--- config.mk ---
export PLATFORM = sky130hd
export DESIGN_NAME = pipe_stage_reg_flat
export DESIGN_NICKNAME = d
export VERILOG_FILES = /design/src/rtl/pipe_pkg.sv /design/src/rtl/pipe_stage_reg_if.sv /design/src/rtl/pipe_perf_cnt.sv /design/src/rtl/pipe_stage_reg.sv /design/src/flat_wrapper.sv
export SDC_FILE = /design/constraint.sdc
export NUM_CORES = 1
export LEC_CHECK = 0
export CORE_UTILIZATION = 53
export DETAILED_ROUTE_END_ITERATION = 6
export PLACE_DENSITY = 0.91
export SLEW_MARGIN = 30
export SYNTH_ARGS = -nofsm -noshare
export SYNTH_HDL_FRONTEND = slang
export SYNTH_SLANG_ARGS = --single-unit
--- constraint.sdc ---
create_clock -name clk -period 4.1 [get_ports clk]
set_input_delay 0.82 -clock clk [delete_from_list [all_inputs] [get_ports clk]]
set_output_delay 0.82 -clock clk [all_outputs]
set_load 0.01 [all_outputs]
--- src/rtl/pipe_pkg.sv ---
// Shared widths and control-field bit positions for pipeline stage registers.
package pipe_pkg;

  localparam int CTRL_W_DEF = 16;
  localparam int DATA_W_DEF = 128;
  localparam int PERF_W_DEF = 16;

  // Control-field bit positions; a zero field is an inactive bubble.
  localparam int CTRL_REG_WE_BIT  = 0;
  localparam int CTRL_MEM_RD_BIT  = 1;
  localparam int CTRL_MEM_WR_BIT  = 2;
  localparam int CTRL_BRANCH_BIT  = 3;
  localparam int CTRL_JUMP_BIT    = 4;
  localparam int CTRL_ALU_OP_LSB  = 8;
  localparam int CTRL_ALU_OP_MSB  = 11;

endpackage

--- src/rtl/pipe_stage_reg_if.sv ---
// Valid/ready handshake bundle around one stage: upstream (in_*) and downstream (out_*) sides.
interface pipe_stage_reg_if #(
  parameter int CTRL_W = 16,
  parameter int DATA_W = 128
);
  logic              in_valid;
  logic              in_ready;
  logic [CTRL_W-1:0] in_ctrl;
  logic [DATA_W-1:0] in_data;
  logic              out_valid;
  logic              out_ready;
  logic [CTRL_W-1:0] out_ctrl;
  logic [DATA_W-1:0] out_data;

  modport master (
    output in_valid, in_ctrl, in_data, out_ready,
    input  in_ready, out_valid, out_ctrl, out_data
  );

  modport slave (
    input  in_valid, in_ctrl, in_data, out_ready,
    output in_ready, out_valid, out_ctrl, out_data
  );
endinterface

--- src/rtl/pipe_perf_cnt.sv ---
// Saturating event counter with synchronous clear; updates on the falling clock edge.
module pipe_perf_cnt #(
  parameter int W = 16
) (
  input  logic         clk,
  input  logic         rst_n,
  input  logic         clr,
  input  logic         en,
  output logic [W-1:0] cnt
);

  logic [W-1:0] cnt_reg;

  always_ff @(negedge clk or negedge rst_n) begin
    if (!rst_n) begin
      cnt_reg <= '0;
    end else if (clr) begin
      cnt_reg <= '0;
    end else if (en && (cnt_reg != {W{1'b1}})) begin
      cnt_reg <= cnt_reg + 1'b1;
    end
  end

  assign cnt = cnt_reg;

endmodule

--- src/rtl/pipe_stage_reg.sv ---
// Two-entry (main + skid) pipeline register with flush and bubble ctrl zeroing.
// Optional performance counters are built when PIPE_STAGE_PERF_EN is defined.
module pipe_stage_reg
  import pipe_pkg::*;
#(
  parameter int CTRL_W = CTRL_W_DEF,
  parameter int DATA_W = DATA_W_DEF,
  parameter int PERF_W = PERF_W_DEF
) (
  input  logic              clk,
  input  logic              rst_n,
  input  logic              flush,
  pipe_stage_reg_if.slave   bus,
  output logic [PERF_W-1:0] perf_stall_cnt,
  output logic [PERF_W-1:0] perf_bubble_cnt
);

  logic              main_valid_reg;
  logic [CTRL_W-1:0] main_ctrl_reg;
  logic [DATA_W-1:0] main_data_reg;
  logic              skid_valid_reg;
  logic [CTRL_W-1:0] skid_ctrl_reg;
  logic [DATA_W-1:0] skid_data_reg;

  logic accept;
  logic retire;

  // in_ready comes straight from the skid flop, so out_ready never reaches it.
  assign accept = bus.in_valid & ~skid_valid_reg;
  assign retire = main_valid_reg & bus.out_ready;

  always_ff @(negedge clk or negedge rst_n) begin
    if (!rst_n) begin
      main_valid_reg <= 1'b0;
      main_ctrl_reg  <= '0;
      main_data_reg  <= '0;
      skid_valid_reg <= 1'b0;
      skid_ctrl_reg  <= '0;
      skid_data_reg  <= '0;
    end else if (flush) begin
      main_valid_reg <= 1'b0;
      skid_valid_reg <= 1'b0;
    end else if (skid_valid_reg) begin
      if (retire) begin
        main_ctrl_reg  <= skid_ctrl_reg;
        main_data_reg  <= skid_data_reg;
        skid_valid_reg <= 1'b0;
      end
    end else if (accept) begin
      if (!main_valid_reg || retire) begin
        main_valid_reg <= 1'b1;
        main_ctrl_reg  <= bus.in_ctrl;
        main_data_reg  <= bus.in_data;
      end else begin
        skid_valid_reg <= 1'b1;
        skid_ctrl_reg  <= bus.in_ctrl;
        skid_data_reg  <= bus.in_data;
      end
    end else if (retire) begin
      main_valid_reg <= 1'b0;
    end
  end

  assign bus.in_ready  = ~skid_valid_reg;
  assign bus.out_valid = main_valid_reg;
  assign bus.out_ctrl  = main_valid_reg ? main_ctrl_reg : '0;
  assign bus.out_data  = main_data_reg;

`ifdef PIPE_STAGE_PERF_EN
  pipe_perf_cnt #(.W(PERF_W)) u_stall_cnt (
    .clk   (clk),
    .rst_n (rst_n),
    .clr   (flush),
    .en    (main_valid_reg & ~bus.out_ready),
    .cnt   (perf_stall_cnt)
  );

  pipe_perf_cnt #(.W(PERF_W)) u_bubble_cnt (
    .clk   (clk),
    .rst_n (rst_n),
    .clr   (flush),
    .en    (~main_valid_reg),
    .cnt   (perf_bubble_cnt)
  );
`else
  assign perf_stall_cnt  = '0;
  assign perf_bubble_cnt = '0;
`endif

endmodule

--- src/flat_wrapper.sv ---
// flat-port wrapper written by rule: the top's interface ports become plain ports
module pipe_stage_reg_flat import pipe_pkg::*;
#(
  parameter int CTRL_W = CTRL_W_DEF,
  parameter int DATA_W = DATA_W_DEF,
  parameter int PERF_W = PERF_W_DEF
)
  (clk, rst_n, flush, perf_stall_cnt, perf_bubble_cnt, bus_in_valid, bus_in_ctrl, bus_in_data, bus_out_ready, bus_in_ready, bus_out_valid, bus_out_ctrl, bus_out_data);
  pipe_stage_reg_if #(.CTRL_W(CTRL_W), .DATA_W(DATA_W)) bus_i ();
  input  logic clk;
  input  logic rst_n;
  input  logic flush;
  output logic [PERF_W-1:0] perf_stall_cnt;
  output logic [PERF_W-1:0] perf_bubble_cnt;
  input wire logic [$bits(bus_i.in_valid)-1:0] bus_in_valid;
  input wire logic [$bits(bus_i.in_ctrl)-1:0] bus_in_ctrl;
  input wire logic [$bits(bus_i.in_data)-1:0] bus_in_data;
  input wire logic [$bits(bus_i.out_ready)-1:0] bus_out_ready;
  output wire logic [$bits(bus_i.in_ready)-1:0] bus_in_ready;
  output wire logic [$bits(bus_i.out_valid)-1:0] bus_out_valid;
  output wire logic [$bits(bus_i.out_ctrl)-1:0] bus_out_ctrl;
  output wire logic [$bits(bus_i.out_data)-1:0] bus_out_data;
  assign bus_i.in_valid = bus_in_valid;
  assign bus_i.in_ctrl = bus_in_ctrl;
  assign bus_i.in_data = bus_in_data;
  assign bus_i.out_ready = bus_out_ready;
  assign bus_in_ready = bus_i.in_ready;
  assign bus_out_valid = bus_i.out_valid;
  assign bus_out_ctrl = bus_i.out_ctrl;
  assign bus_out_data = bus_i.out_data;
  pipe_stage_reg #(.CTRL_W(CTRL_W), .DATA_W(DATA_W), .PERF_W(PERF_W)) u_core (.clk(clk), .rst_n(rst_n), .flush(flush), .bus(bus_i), .perf_stall_cnt(perf_stall_cnt), .perf_bubble_cnt(perf_bubble_cnt));
endmodule
==> results by group, run 1 <==
Critical path
  – Arrival time at the worst endpoint: 3430 ps
  – Worst-path cell with the longest stage delay: dfrtn_1
  – Crit path kind: flop to output port
  – Endpoint kind of the worst setup timing path: output port
  – Slowest stage delay, CP: 440 ps
  – Highest fanout seen on the critical path: 11
  – Startpoint class of the critical path: flop
  – Ordered cell list for the critical path: buf_6, and2_1, buf_2
  – Required @ worst endpoint: 3280 ps

Clock tree
  – CTS tree: built
  – Maximum count of clock buffers along a single path: 3
  – Number of clock buffers inserted by TritonCTS: 30
  – Clock transition at the registers of the reported paths: 50 ps
  – Clock tree root driver cell: clkbuf_16
  – Clock network latency to the later pin of the worst-skew pair: 540 ps
  – Clock tree sinks: 290
  – CTS H-Tree Depth: 1

Finish
  – Area of the multi-input gates: 5320 um2
  – Relative area change from synthesis to final layout: 33.8%
  – Flip-flop and latch area: 7260 um2
  – Antenna fix cells: 0
  – Fillers: 1478
  – Nets@finish: 1321
  – Share of cells above drive strength 1: 0.566

Placed design
  – Count of port buffers added during placement: 294
  – RD Place Congestion: 0.753
  – Post-detail-place hpwl: 21100 um
  – Minimum setup slack after placement: -759 ps

Synthesis
  – Number of standard cells after synthesis: 830
  – Yosys Warn Count: 0
  – Count of unique library cells instantiated by Yosys: 18
  – Area share of the largest cell type after synthesis: 0.566
  – Average footprint of a synthesized cell: 15.4 um2
  – Cell taking the most area after synthesis: dfrtn_1
  – Dominant cells by area after synthesis: dfrtn_1 57%, mux2_2 38%, buf_4 2.3%
  – Flip-flop and latch count after synthesis: 290
  – Share of synthesized area occupied by flip-flops and latches: 0.566
  – Area of the mapped netlist: 12800 um2

Floorplan
  – Full die area: 24800 um2
  – Number of placed I/O pins: 327
  – Initial core utilization: 0.543
  – Height of the die: 157 um
  – Number of rows created at floorplan: 56
  – Placeable Area: 23600 um2
  – Die Width: 157 um

Detailed routing
  – Number of DRC markers in iteration 0: 308
  – Number of vias per cell: 5.35
  – Final routed wire length divided by cell count: 21.8 um
  – Remaining design rule violation count: 0
  – Number of optimization iterations in the first detailed-route pass: 4
  – Overall via count from detail_route: 8104
  – DRT antenna net count: 0
  – Detailed-route wire length: 32900 um

STA
  – Final WS setup: -154 ps
  – Setup Viol. Count Final: 17
  – Final setup skew: 8.31 ps
  – Max-slew headroom: 0.424
  – Final hold viol count: 0
  – Worst-margin pin slew: 865 ps
  – Total negative slack: -2270 ps
  – Max-slew violation count: 0
  – RSZ-0062 raised after global routing: true

Power
  – Power density over the cells: 515 nW/um2
  – Leakage dissipation: 7.57 nW
  – Worst supply voltage drop on vdd: 0.357 mV

Outcome
  – Violated checks: setup timing
  – Run status: finished with violations

Global route
  – Pin count of the biggest net entering global routing: 149
  – Initial antenna violation count: 0
  – First-pass GRT wire length: 50500 um
  – Total grt overflow: 0
  – Vias in the first global route: 8921
  – GR Util All Layers: 0.265

Hold path
  – Kind of path behind the tightest hold check: flop to flop

Flow run
  – Maxcap violations: 0
Yosys cell counts (all sizes together):
cell	number
a211oi	1
a21oi	2
a221oi	1
and2	16
buf	66
clkbuf	15
conb	1
dfrtn	290
inv	2
mux2	432
nand2	1
nand2b	1
nor4b	1
o21ai	1
metrics by stage:
stage,total power [W],cell area [um2],hold slack (ps),util,std cells
after floorplan,0.00514,13100,433,-,861
after CTS,0.00892,17500,442,0.741,1510
after global placement,0.00619,16400,428,0.695,1443
after detailed placement,0.00633,16400,443,0.695,1443
final,0.00883,17100,441,0.726,1514
after global routing,0.00922,17100,463,0.726,1514
timing repair:
item,CTS,global route
pin swaps,1,1
hold buffers,0,0
gates cloned,3,0
gates resized for setup,386,125
endpoints found under the setup margin,428,155
buffers inserted,10,5
worst max-delay path, delay by kind of cell (launching register included):
kind | cells | cell delay [ps]
AND/OR/NAND/NOR | 1 | 130
buffers and inverters | 2 | 280
flip-flops | 1 | 440
worst paths after layout:
check	cells past startpoint	end	slack (ps)	startpoint
setup / recovery	3	bus_out_ctrl[3]	-150	u_core.bus.out_valid
min in group asynchronous	1	u_core.bus.out_data[30]	2130	rst_n
hold / removal	1	u_core.bus.out_data[126]	440	u_core.bus.out_data[126]
max in group asynchronous	2	u_core.bus.out_data[39]	1270	rst_n
setup reg to reg	6	u_core.bus.out_data[65]	1440	u_core.skid_valid_reg
hold reg to reg	1	u_core.bus.out_data[126]	440	u_core.bus.out_data[126]
cell families (layout without fill, tap and decap cells):
| kind of cell | Yosys count | after routing | share of synthesized area |
|---|---|---|---|
| muxes | 432 | 432 | 0.380 |
| DFF | 290 | 290 | 0.566 |
| buffers and inverters | 83 | 417 | 0.0413 |
| and+or+nand+nor | 19 | 19 | 0.00928 |
| AOI/OAI and AO/OA | 5 | 5 | 0.00293 |
| other | 1 | 32 | 0.000293 |
area by class of cell:
class                      count  share of cell area
clock inverter                 6             0.00343
sequential                   290               0.423
inverter                       2            0.000438
tap                          319              0.0233
clock buffer                  49              0.0533
timing repair buffer         360               0.186
multi-input combinational    488               0.311
power by group:
group          internal [W]  switching [W]  leakage (nW)
Clock               0.00157        0.00110         0.479
Combinational       0.00122       0.000835          3.59
Sequential          0.00367       0.000437          3.50
metal layers:
| metal | track usage | vias up | routed length (um) |
|---|---|---|---|
| met1 | 0.310 | 4142 | 12500 |
| li1 | - | 3584 | - |
| met4 | 0.0832 | 0 | 821 |
| met5 | 0 | - | 0 |
| met2 | 0.460 | 312 | 16700 |
| met3 | 0.0867 | 66 | 2880 |
cells in the final DEF (no fill, tap or decap), types with 2 or more instances in the layout:
cell,synthesis,routed
mux2_2,431,397
dfrtn_1,290,290
clkdlybuf4s50_1,0,144
clkbuf_2,0,56
buf_4,40,46
buf_2,18,45
mux2_4,0,34
conb_1,1,32
clkbuf_16,0,31
clkdlybuf4s15_1,0,25
buf_6,6,14
buf_12,0,13
clkdlybuf4s15_2,0,12
clkbuf_1,15,11
and2_1,16,8
and2_4,0,8
clkbuf_8,0,7
clkinv_2,0,4
a21oi_1,2,2
buf_16,0,2
dlygate4sd2_1,0,2
(Power assumes the default switching activity.)
==> run 2, diff against run 1 <==
--- a/config.mk
+++ b/config.mk
@@ -6,6 +6,7 @@
 export NUM_CORES = 1
 export LEC_CHECK = 0
 export CORE_UTILIZATION = 53
+export CTS_BUF_LIST = sky130_fd_sc_hd__clkbuf_16
 export DETAILED_ROUTE_END_ITERATION = 6
 export PLACE_DENSITY = 0.91
 export SLEW_MARGIN = 30
==> run 2 against run 1 <==
The run still ends with setup timing left. Clock power shrank 6%. Global-route usage down 0.67 points. Via count fell by 0.83%. Clock skew fell by 1.1 ps. Critical endpoint is now bus_out_ctrl[13]. Largest power group unchanged. Highest routed layer unchanged.
==> results by group, run 2 (synthesized netlist as in run 1, its figures left out) <==
Finish
  – Most frequent cells in the layout: 398 x mux2_2, 290 x dfrtn_1, 144 x clkdlybuf4s50_1 (was 397 x mux2_2, 290 x dfrtn_1, 144 x clkdlybuf4s50_1)
  – Most common library cell in the layout ignoring fill and taps: mux2_2 (unchanged)
  – Nets@finish: 1317 (was 1321)
  – Relative area change from synthesis to final layout: 33.0% (was 33.8%)
  – Share of cells above drive strength 1: 0.555 (was 0.566)
  – Antenna fix cells: 0 (unchanged)
  – Final Cell Area: 17000 um2 (was 17100 um2)
  – Final Non-Filler Cells: 1510 (was 1514)

Power
  – Leakage dissipation: 7.55 nW (was 7.57 nW)
  – Worst supply voltage drop on vdd: 0.370 mV (was 0.357 mV)
  – Power density over the cells: 507 nW/um2 (was 515 nW/um2)

STA
  – Setup Viol. Count Final: 17 (unchanged)
  – Final hold viol count: 0 (unchanged)
  – Max-slew violation count: 0 (unchanged)
  – Final WS setup: -146 ps (was -154 ps)
  – RSZ-0062 raised after global routing: true (unchanged)
  – Final setup skew: 7.23 ps (was 8.31 ps)
  – Worst-margin pin slew: 875 ps (was 865 ps)
  – Max-slew headroom: 0.417 (was 0.424)

Outcome
  – Run status: finished with violations (unchanged)
  – Violated checks: setup timing (unchanged)

Clock tree
  – CTS tree: built (unchanged)
  – Maximum count of clock buffers along a single path: 3 (unchanged)
  – Clock tree root driver cell: clkbuf_16 (unchanged)
  – Clock tree sinks: 290 (unchanged)
  – Number of buffers inserted by hold repair at cts: 0 (unchanged)
  – Clock network latency to the later pin of the worst-skew pair: 540 ps (about the same)
  – CTS H-Tree Depth: 1 (unchanged)
  – Clock transition at the registers of the reported paths: 50 ps (about the same)
  – Number of clock buffers inserted by TritonCTS: 30 (unchanged)

Critical path
  – Startpoint class of the critical path: flop (unchanged)
  – Endpoint kind of the worst setup timing path: output port (unchanged)
  – Crit path kind: flop to output port (unchanged)
  – Highest fanout seen on the critical path: 8 (was 11)
  – Arrival time at the worst endpoint: 3430 ps (about the same)
  – Required @ worst endpoint: 3280 ps (about the same)

Placed design
  – Count of port buffers added during placement: 294 (unchanged)
  – Area post-placement: 16400 um2 (unchanged)
  – Post-detail-place hpwl: 21100 um (unchanged)
  – Placed Cells: 1443 (unchanged)
  – RD Place Congestion: 0.753 (unchanged)
  – Minimum setup slack after placement: -759 ps (unchanged)

Detailed routing
  – Overall via count from detail_route: 8037 (was 8104)
  – Number of DRC markers in iteration 0: 240 (was 308)
  – DRT antenna net count: 0 (unchanged)
  – Number of vias per cell: 5.32 (was 5.35)
  – Remaining design rule violation count: 0 (unchanged)
  – Final routed wire length divided by cell count: 21.3 um (was 21.8 um)
  – Number of optimization iterations in the first detailed-route pass: 4 (unchanged)
  – Detailed-route wire length: 32100 um (was 32900 um)

Floorplan
  – Height of the die: 157 um (unchanged)
  – Initial core utilization: 0.543 (unchanged)
  – Placeable Area: 23600 um2 (unchanged)
  – Number of placed I/O pins: 327 (unchanged)
  – Number of rows created at floorplan: 56 (unchanged)
  – Full die area: 24800 um2 (unchanged)
  – Die Width: 157 um (unchanged)

Global route
  – Vias in the first global route: 8826 (was 8921)
  – M3 GR Usage: 0.0787 (was 0.0867)
  – Pin count of the biggest net entering global routing: 149 (unchanged)
  – First-pass GRT wire length: 49300 um (was 50500 um)
  – GR Util met2: 0.451 (was 0.460)
  – GR Util All Layers: 0.258 (was 0.265)
  – Most utilized layer in the global route result: met2 (unchanged)
  – Routing usage on met1: 0.309 (was 0.310)
  – Total grt overflow: 0 (unchanged)
  – Initial antenna violation count: 0 (unchanged)

Flow run
  – Maxcap violations: 0 (unchanged)

Hold path
  – Kind of path behind the tightest hold check: flop to flop (unchanged)
-- run 2: where the power goes --
group          leakage [nW]  switching [W]  internal (W)  total (W)
Clock                 0.485        0.00110       0.00142    0.00251
Sequential             3.50       0.000429       0.00367    0.00410
Combinational          3.56       0.000814       0.00121    0.00202
-- run 2: through the flow --
step | hold WS [ps] | utilization | TNS, ps | total power [W]
2_1_floorplan | 433 | - | -1700 | 0.00514
3_3_place_gp | 428 | 0.695 | -181510 | 0.00619
3_5_place_dp | 443 | 0.695 | -193690 | 0.00633
4_1_cts | 438 | 0.737 | -2670 | 0.00874
5_1_grt | 461 | 0.722 | -2960 | 0.00902
6_report | 442 | 0.722 | -2050 | 0.00863
-- run 2: path summary, 6_finish.rpt --
check / startpoint / endpoint / slack [ps] / cells after the start
max in group asynchronous: rst_n / u_core.skid_data_reg[49] / 1280 / 2
min in group asynchronous: rst_n / u_core.bus.out_data[30] / 2120 / 1
setup reg to reg: u_core.skid_valid_reg / u_core.bus.out_data[65] / 1430 / 6
setup / recovery: u_core.bus.out_valid / bus_out_ctrl[13] / -150 / 3
hold reg to reg: u_core.bus.out_data[126] / u_core.bus.out_data[126] / 440 / 1
hold / removal: u_core.bus.out_data[126] / u_core.bus.out_data[126] / 440 / 1
-- run 2: cell type report --
type | count | area [um2]
timing repair buffer | 356 | 3160
clock inverter | 24 | 126
tap | 319 | 399
clock buffer | 31 | 776
fill | 1476 | 6570
sequential | 290 | 7260
multi-input combinational | 488 | 5320
inverter | 2 | 7.51
-- run 2: worst max-delay path, cell delays in order, from the launching register on --
cell	delay (ps)
dfrtn_1	420
buf_4	160
and2_4	160
buf_6	100
-- run 2: routing by layer --
layer	vias up	routed length, um
li1	3589	-
met1	4110	12600
met2	287	16300
met3	51	2620
met4	0	630
met5	-	0
-- run 2: timing repair --
action | 4_1_cts | 5_1_grt
cloned | 3 | 0
pin swaps | 1 | 1
setup endpoints to repair | 431 | 160
setup buffers | 9 | 2
gates resized for setup | 374 | 124
